--- config.mk ---
export PLATFORM = sky130hd
export DESIGN_NAME = keypad_debouncer_n
export DESIGN_NICKNAME = d
export VERILOG_FILES = /design/src/rtl/keypad_debouncer_n.sv
export SDC_FILE = /design/constraint.sdc
export NUM_CORES = 1
export LEC_CHECK = 0
export BUFFER_PORTS_ARGS = -buffer_cell sky130_fd_sc_hd__buf_2
export CAP_MARGIN = 10
export CORE_MARGIN = 3
export CORE_UTILIZATION = 50
export CTS_CLUSTER_SIZE = 12
export DETAILED_ROUTE_END_ITERATION = 6
export HOLD_SLACK_MARGIN = 0.02
export MAX_ROUTING_LAYER = met4
export PLACE_DENSITY = 0.7
export SYNTH_ARGS = -nofsm -noshare
export SYNTH_HDL_FRONTEND = slang
export SYNTH_SLANG_ARGS = --single-unit
--- constraint.sdc ---
create_clock -name clk -period 2.52 [get_ports clk]
set_input_delay 0.504 -clock clk [delete_from_list [all_inputs] [get_ports clk]]
set_output_delay 0.504 -clock clk [all_outputs]
set_load 0.05 [all_outputs]
--- src/rtl/keypad_debouncer_n.sv ---
// Multi-channel keypad debouncer: per-channel two-flop synchroniser, stability counter,
// debounced level and registered single-cycle press/release pulses.
module keypad_debouncer_n #(
   parameter int unsigned         CHANNELS         = 4,
   parameter int unsigned         DEBOUNCE_DIVIDER = 2_400_000,
   parameter logic [CHANNELS-1:0] INVERT           = {CHANNELS{1'b0}},
   parameter int unsigned         CNT_W            = $clog2(DEBOUNCE_DIVIDER)
) (
   input  logic                clk,
   input  logic                reset,
   input  logic [CHANNELS-1:0] s_in,
   output logic [CHANNELS-1:0] s_out,
   output logic [CHANNELS-1:0] rise,
   output logic [CHANNELS-1:0] fall,
   output logic [CHANNELS-1:0] busy,
   output logic                any_active
);

   localparam logic [CNT_W-1:0] CNT_MAX = CNT_W'(DEBOUNCE_DIVIDER - 1);

   for (genvar g = 0; g < CHANNELS; g++) begin : g_ch
      logic             r_sync1;
      logic             r_sync2;
      logic             r_out;
      logic             r_rise;
      logic             r_fall;
      logic [CNT_W-1:0] r_cnt;

      always_ff @(posedge clk or negedge reset) begin
         if (!reset) begin
            r_sync1 <= 1'b0;
            r_sync2 <= 1'b0;
            r_out   <= 1'b0;
            r_rise  <= 1'b0;
            r_fall  <= 1'b0;
            r_cnt   <= '0;
         end else begin
            // NOTE: non-blocking so sync1->sync2 and the counter all use pre-edge values.
            r_sync1 <= s_in[g] ^ INVERT[g];
            r_sync2 <= r_sync1;
            r_rise  <= 1'b0;
            r_fall  <= 1'b0;
            if (r_sync2 == r_out) begin
               r_cnt <= '0;
            end else if (r_cnt == CNT_MAX) begin
               // Level accepted: flip the output and fire the matching pulse on the same edge.
               r_out  <= r_sync2;
               r_rise <= r_sync2;
               r_fall <= ~r_sync2;
               r_cnt  <= '0;
            end else begin
               r_cnt <= r_cnt + 1'b1;
            end
         end
      end

      assign s_out[g] = r_out;
      assign rise[g]  = r_rise;
      assign fall[g]  = r_fall;
      assign busy[g]  = (r_cnt != '0);
   end

   assign any_active = |s_out;

endmodule
* After elaboration in Yosys (flattened, before gate mapping)
Cells that the tools add are included.
W data, S select, Z words.
** Storage, ports and cells
- Register bits :: 108
- Bits of input ports :: 6
- Word-level logic and storage cells :: 77
** Cells by class
- Add/subtract/negate cells :: 4
- Equality and inequality tests :: 8
- Multiplexer cells :: 24
- Bitwise operators :: 8
- Reductions and logical operators :: 9
** Operators by type and width (count)
- $mux W22 :: 8
- $add A22 B1 Y22 const B :: 4
- $eq A22 B22 Y1 const B :: 4
- $reduce_bool A22 Y1 :: 4
- $mux W1 :: 16
- $not A1 Y1 :: 8
- $reduce_and A2 Y1 :: 4
- $eq A1 B1 Y1 :: 4
- $reduce_or A4 Y1 :: 1

* Logic depth before layout (Yosys ltp)
- Word-level depth :: 3
- Gate-level depth with buffers :: 7

* Worst setup path before layout
Ideal clock, no wire load.
- Path kind :: register to output
- Start point :: reg g_ch[0].r_cnt[15]
- End point :: out busy[0]
- Arrival time :: 1.576 ns
- Required time :: 2.016 ns
- Slack :: 0.440 ns
- Stages on the path, launching flop included :: 4
- Cells stage by stage :: dfrtp_1 > or4_1 > nor4_1 > nand3_1
** Between the ends
- Cells in the longest elaborated chain, start to end :: 1
** RTL lines
- from (decl) :: line 27 : logic [CNT_W-1:0] r_cnt;
- from (signal assigned) :: line 52 : r_cnt <= r_cnt + 1'b1;
- $reduce_bool A22 Y1 :: line 60 : assign busy[g] = (r_cnt != '0);
- to (decl) :: line 15 : output logic [CHANNELS-1:0] busy,
Every way passes these cells.

* Worst setup path in the final report
Same ends and word-level chain as after synthesis.

==> results_dict.tcl <==
set metrics [dict create \
    outcome "completed" \
    min_period_ps 2420 \
    synthAdderAreaFrac_pct 1.79 \
    ant_nets 0 \
    cp_data_required_time_ps 2020 \
    place_area_um2 5750 \
    rrSetupSlack_ps 450 \
    critPathKind "flip-flop to output pin" \
    cts_buffer_depth 2 \
    irDropWorstVdd_v 0.000339 \
    muxShareOfSynthArea_pct 1.52 \
    synth_edf_count 0 \
    drv_cap 0 \
    root_buffer "clkbuf_8" \
    track_usage_pct 19.6 \
    p_leak_nw 2.48 \
    die-height_um 112 \
    syn-num-nets 593 \
    synthCells 579 \
    cts_num_sinks 108 \
    synth_xor_area_share_pct 9.41 \
    cts_tree "built" \
    synthFlopType "dfrtp_1" \
    hold_class "primary input to asynchronous set/reset pin" \
    diodes 0 \
    min_period_over_period_pct 96.0 \
    yosys_warnings 0 \
    fmax_ghz 0.414 \
    design_area_um2 6040 \
    syn2layout_area_growth_pct 8.25 \
    whs_ps 43.2 \
    clkSlewWorstSetupHoldPaths_ps 100 \
    synth-compound-area-share_pct 5.45 \
    avgSynthCellArea_um2 9.64 \
    io_pins 23 \
    reg2reg_to "g_ch[0].r_cnt[20]" \
    finalClockSkew_ps 10.6 \
    synth_top_area_share_pct 48.4 \
    drive_above_1_share_pct 12.8 \
    drc_errors 0 \
    cts_made_buffers 9 \
    synth_top_family_by_area "simple AND/OR/NAND/NOR gates" \
    start_util_pct 52.7 \
    worst_pin_slew_ps 599 \
    wl_per_cell_um 15.7 \
    hold_viol_final 0 \
    synth_area_um2 5580 \
    worstSetupStartpointType "flip-flop" \
    place.gp.congestion 0.908 \
    crit_arrival_ps 1910 \
    antenna_found_initial 0 \
    synth_cell_types 42 \
    insertion_delay_ps 370 \
    synth.most_common_cell "dfrtp_1" \
    grt_pass1_vias 4059 \
    overflow 0 \
    synth-async-reset-ratio_pct 100 \
    coreArea_um2 10600 \
    maxSlewHeadroom_pct 59.8 \
    ff2ff_path_depth 5 \
    drt_iter0_drc 320 \
    dieWidth_um 112 \
    ys_top_cells_by_count "dfrtp_1 (108), nor2_1 (71), xnor2_1 (43)" \
    ys_ff_latch 108 \
    first_pass_iters 4 \
    fin_setup_tns_ps 0 \
    yosys.area.top_type "dfrtp_1" \
    drt_wl_total_um 11500 \
    reg2reg_from "g_ch[0].r_cnt[0]" \
    grt_pass1_wl_um 19900 \
    vias 4298 \
    synth-simple-area-share_pct 28.6 \
    viasPerCell 5.88 \
    p_per_area_nw_per_um2 522 \
    synth-seq-area-share_pct 48.4 \
    grt_max_degree 59 \
    io_buffers 22 \
    endpoint_kind "output pin" \
    finalSetupViolCount 0 \
    finalMaxSlewViolations 0 \
    nFillCells 919 \
    rsz0062_at_grt "false" \
    nets 605 \
    hpwlAfterDp_um 7980 \
    worst-path-max-fanout 7 \
    dieArea_um2 12500 \
    synth_area_leaders "dfrtp_1 (48%), xnor2_1 (6.7%), nor2_1 (4.8%)" \
    cts_max_level 3 \
    rows 37 \
]
## worst max-delay path: stages, from the launching register on
cell and delay [ps]:
dfrtp_2 460, or4_1 540, nor4_2 230, nand3_1 110
buf_4 210
## registers in the layout, indices dropped and copies added, names as in the netlist
| register | count |
|---|---|
| g_ch.r_out | 4 |
| g_ch.r_sync1 | 4 |
| g_ch.r_cnt | 88 |
| g_ch.r_fall | 4 |
| g_ch.r_rise | 4 |
| g_ch.r_sync2 | 4 |
## per-layer routing
metal | GRT usage [%] | up-vias | share of wire [%]
met4 | 4.95 | 0 | 1.3
li1 | - | 2078 | -
met1 | 27.0 | 2099 | 47
met2 | 30.0 | 110 | 48
met5 | - | - | 0
met3 | 3.64 | 11 | 4.2
## placed cells by master, fill, tap and decap left out, types with 2 or more instances in the layout
cell type / count
a21oi_1: 21
and4_1: 12
or2_1: 2
nor4_2: 3
o21ai_2: 2
nand4_2: 5
nor4_1: 27
nor4b_2: 2
bufinv_16: 2
nor2_1: 71
dfrtp_2: 5
dfrtp_1: 103
ha_1: 8
and3_1: 10
or2_2: 2
nand4_1: 21
nand2_1: 34
and2_1: 3
inv_1: 21
a31oi_1: 5
xnor2_1: 43
buf_2: 18
buf_4: 16
nand3_1: 35
xor2_1: 17
o21ai_0: 14
or4_1: 15
nor3_1: 16
mux2i_1: 4
nor4b_1: 2
clkbuf_8: 10
or3_1: 14
or4_4: 2
o31ai_1: 5
mux2_2: 3
nor3b_1: 9
## timing repair
action / CTS / global route
hold buffers: 0 / 0
setup endpoints to repair: 0 / 3
resized for setup: 0 / 16
buffers inserted: 0 / 5
## metrics by stage
stage	instances	worst slack (ps)	power, mW	utilization, %
2_1_floorplan	579	440	1.93	-
3_3_place_gp	711	458	2.01	54.2
3_5_place_dp	711	414	2.01	54.2
4_1_cts	726	23.7	3.18	56.2
5_1_grt	731	7.53	3.29	57.0
6_report	731	102	3.15	57.0
## worst max path at each step
| stage | from | cells past startpoint | to | slack, ps |
|---|---|---|---|---|
| 6_report | g_ch[0].r_cnt[15] | 4 | busy[0] | 100 |
| 5_1_grt | g_ch[0].r_cnt[15] | 4 | busy[0] | 8 |
| 4_1_cts | g_ch[0].r_cnt[15] | 4 | busy[0] | 20 |
| 3_5_place_dp | g_ch[2].r_cnt[0] | 5 | g_ch[2].r_cnt[14] | 410 |
| 3_3_place_gp | g_ch[2].r_cnt[15] | 4 | busy[2] | 460 |
| 2_1_floorplan | g_ch[0].r_cnt[15] | 3 | busy[0] | 440 |
## power breakdown
part / switching [mW] / internal [mW]
combinational: 0.134 / 0.0650
clock: 0.586 / 0.583
sequential: 0.0320 / 1.75
## logic make-up after synthesis
logic type,count (synthesis)
adders and majority gates,8
buffers and inverters,55
xor gates and xnor gates,60
muxes,8
DFF,108
and+or+nand+nor,288
AOI/OAI and AO/OA,52
## final cells by class
cell class / count / area [um2] / share of cell area, %
clock buffer: 11 / 141 / 2.34
clock inverter: 4 / 73.8 / 1.22
sequential: 108 / 2710 / 44.8
tap: 136 / 170 / 2.82
inverter: 21 / 78.8 / 1.30
multi-input combinational: 416 / 2640 / 43.7
timing repair buffer: 35 / 230 / 3.81
No activity file was read; power rests on OpenSTA's default activity.
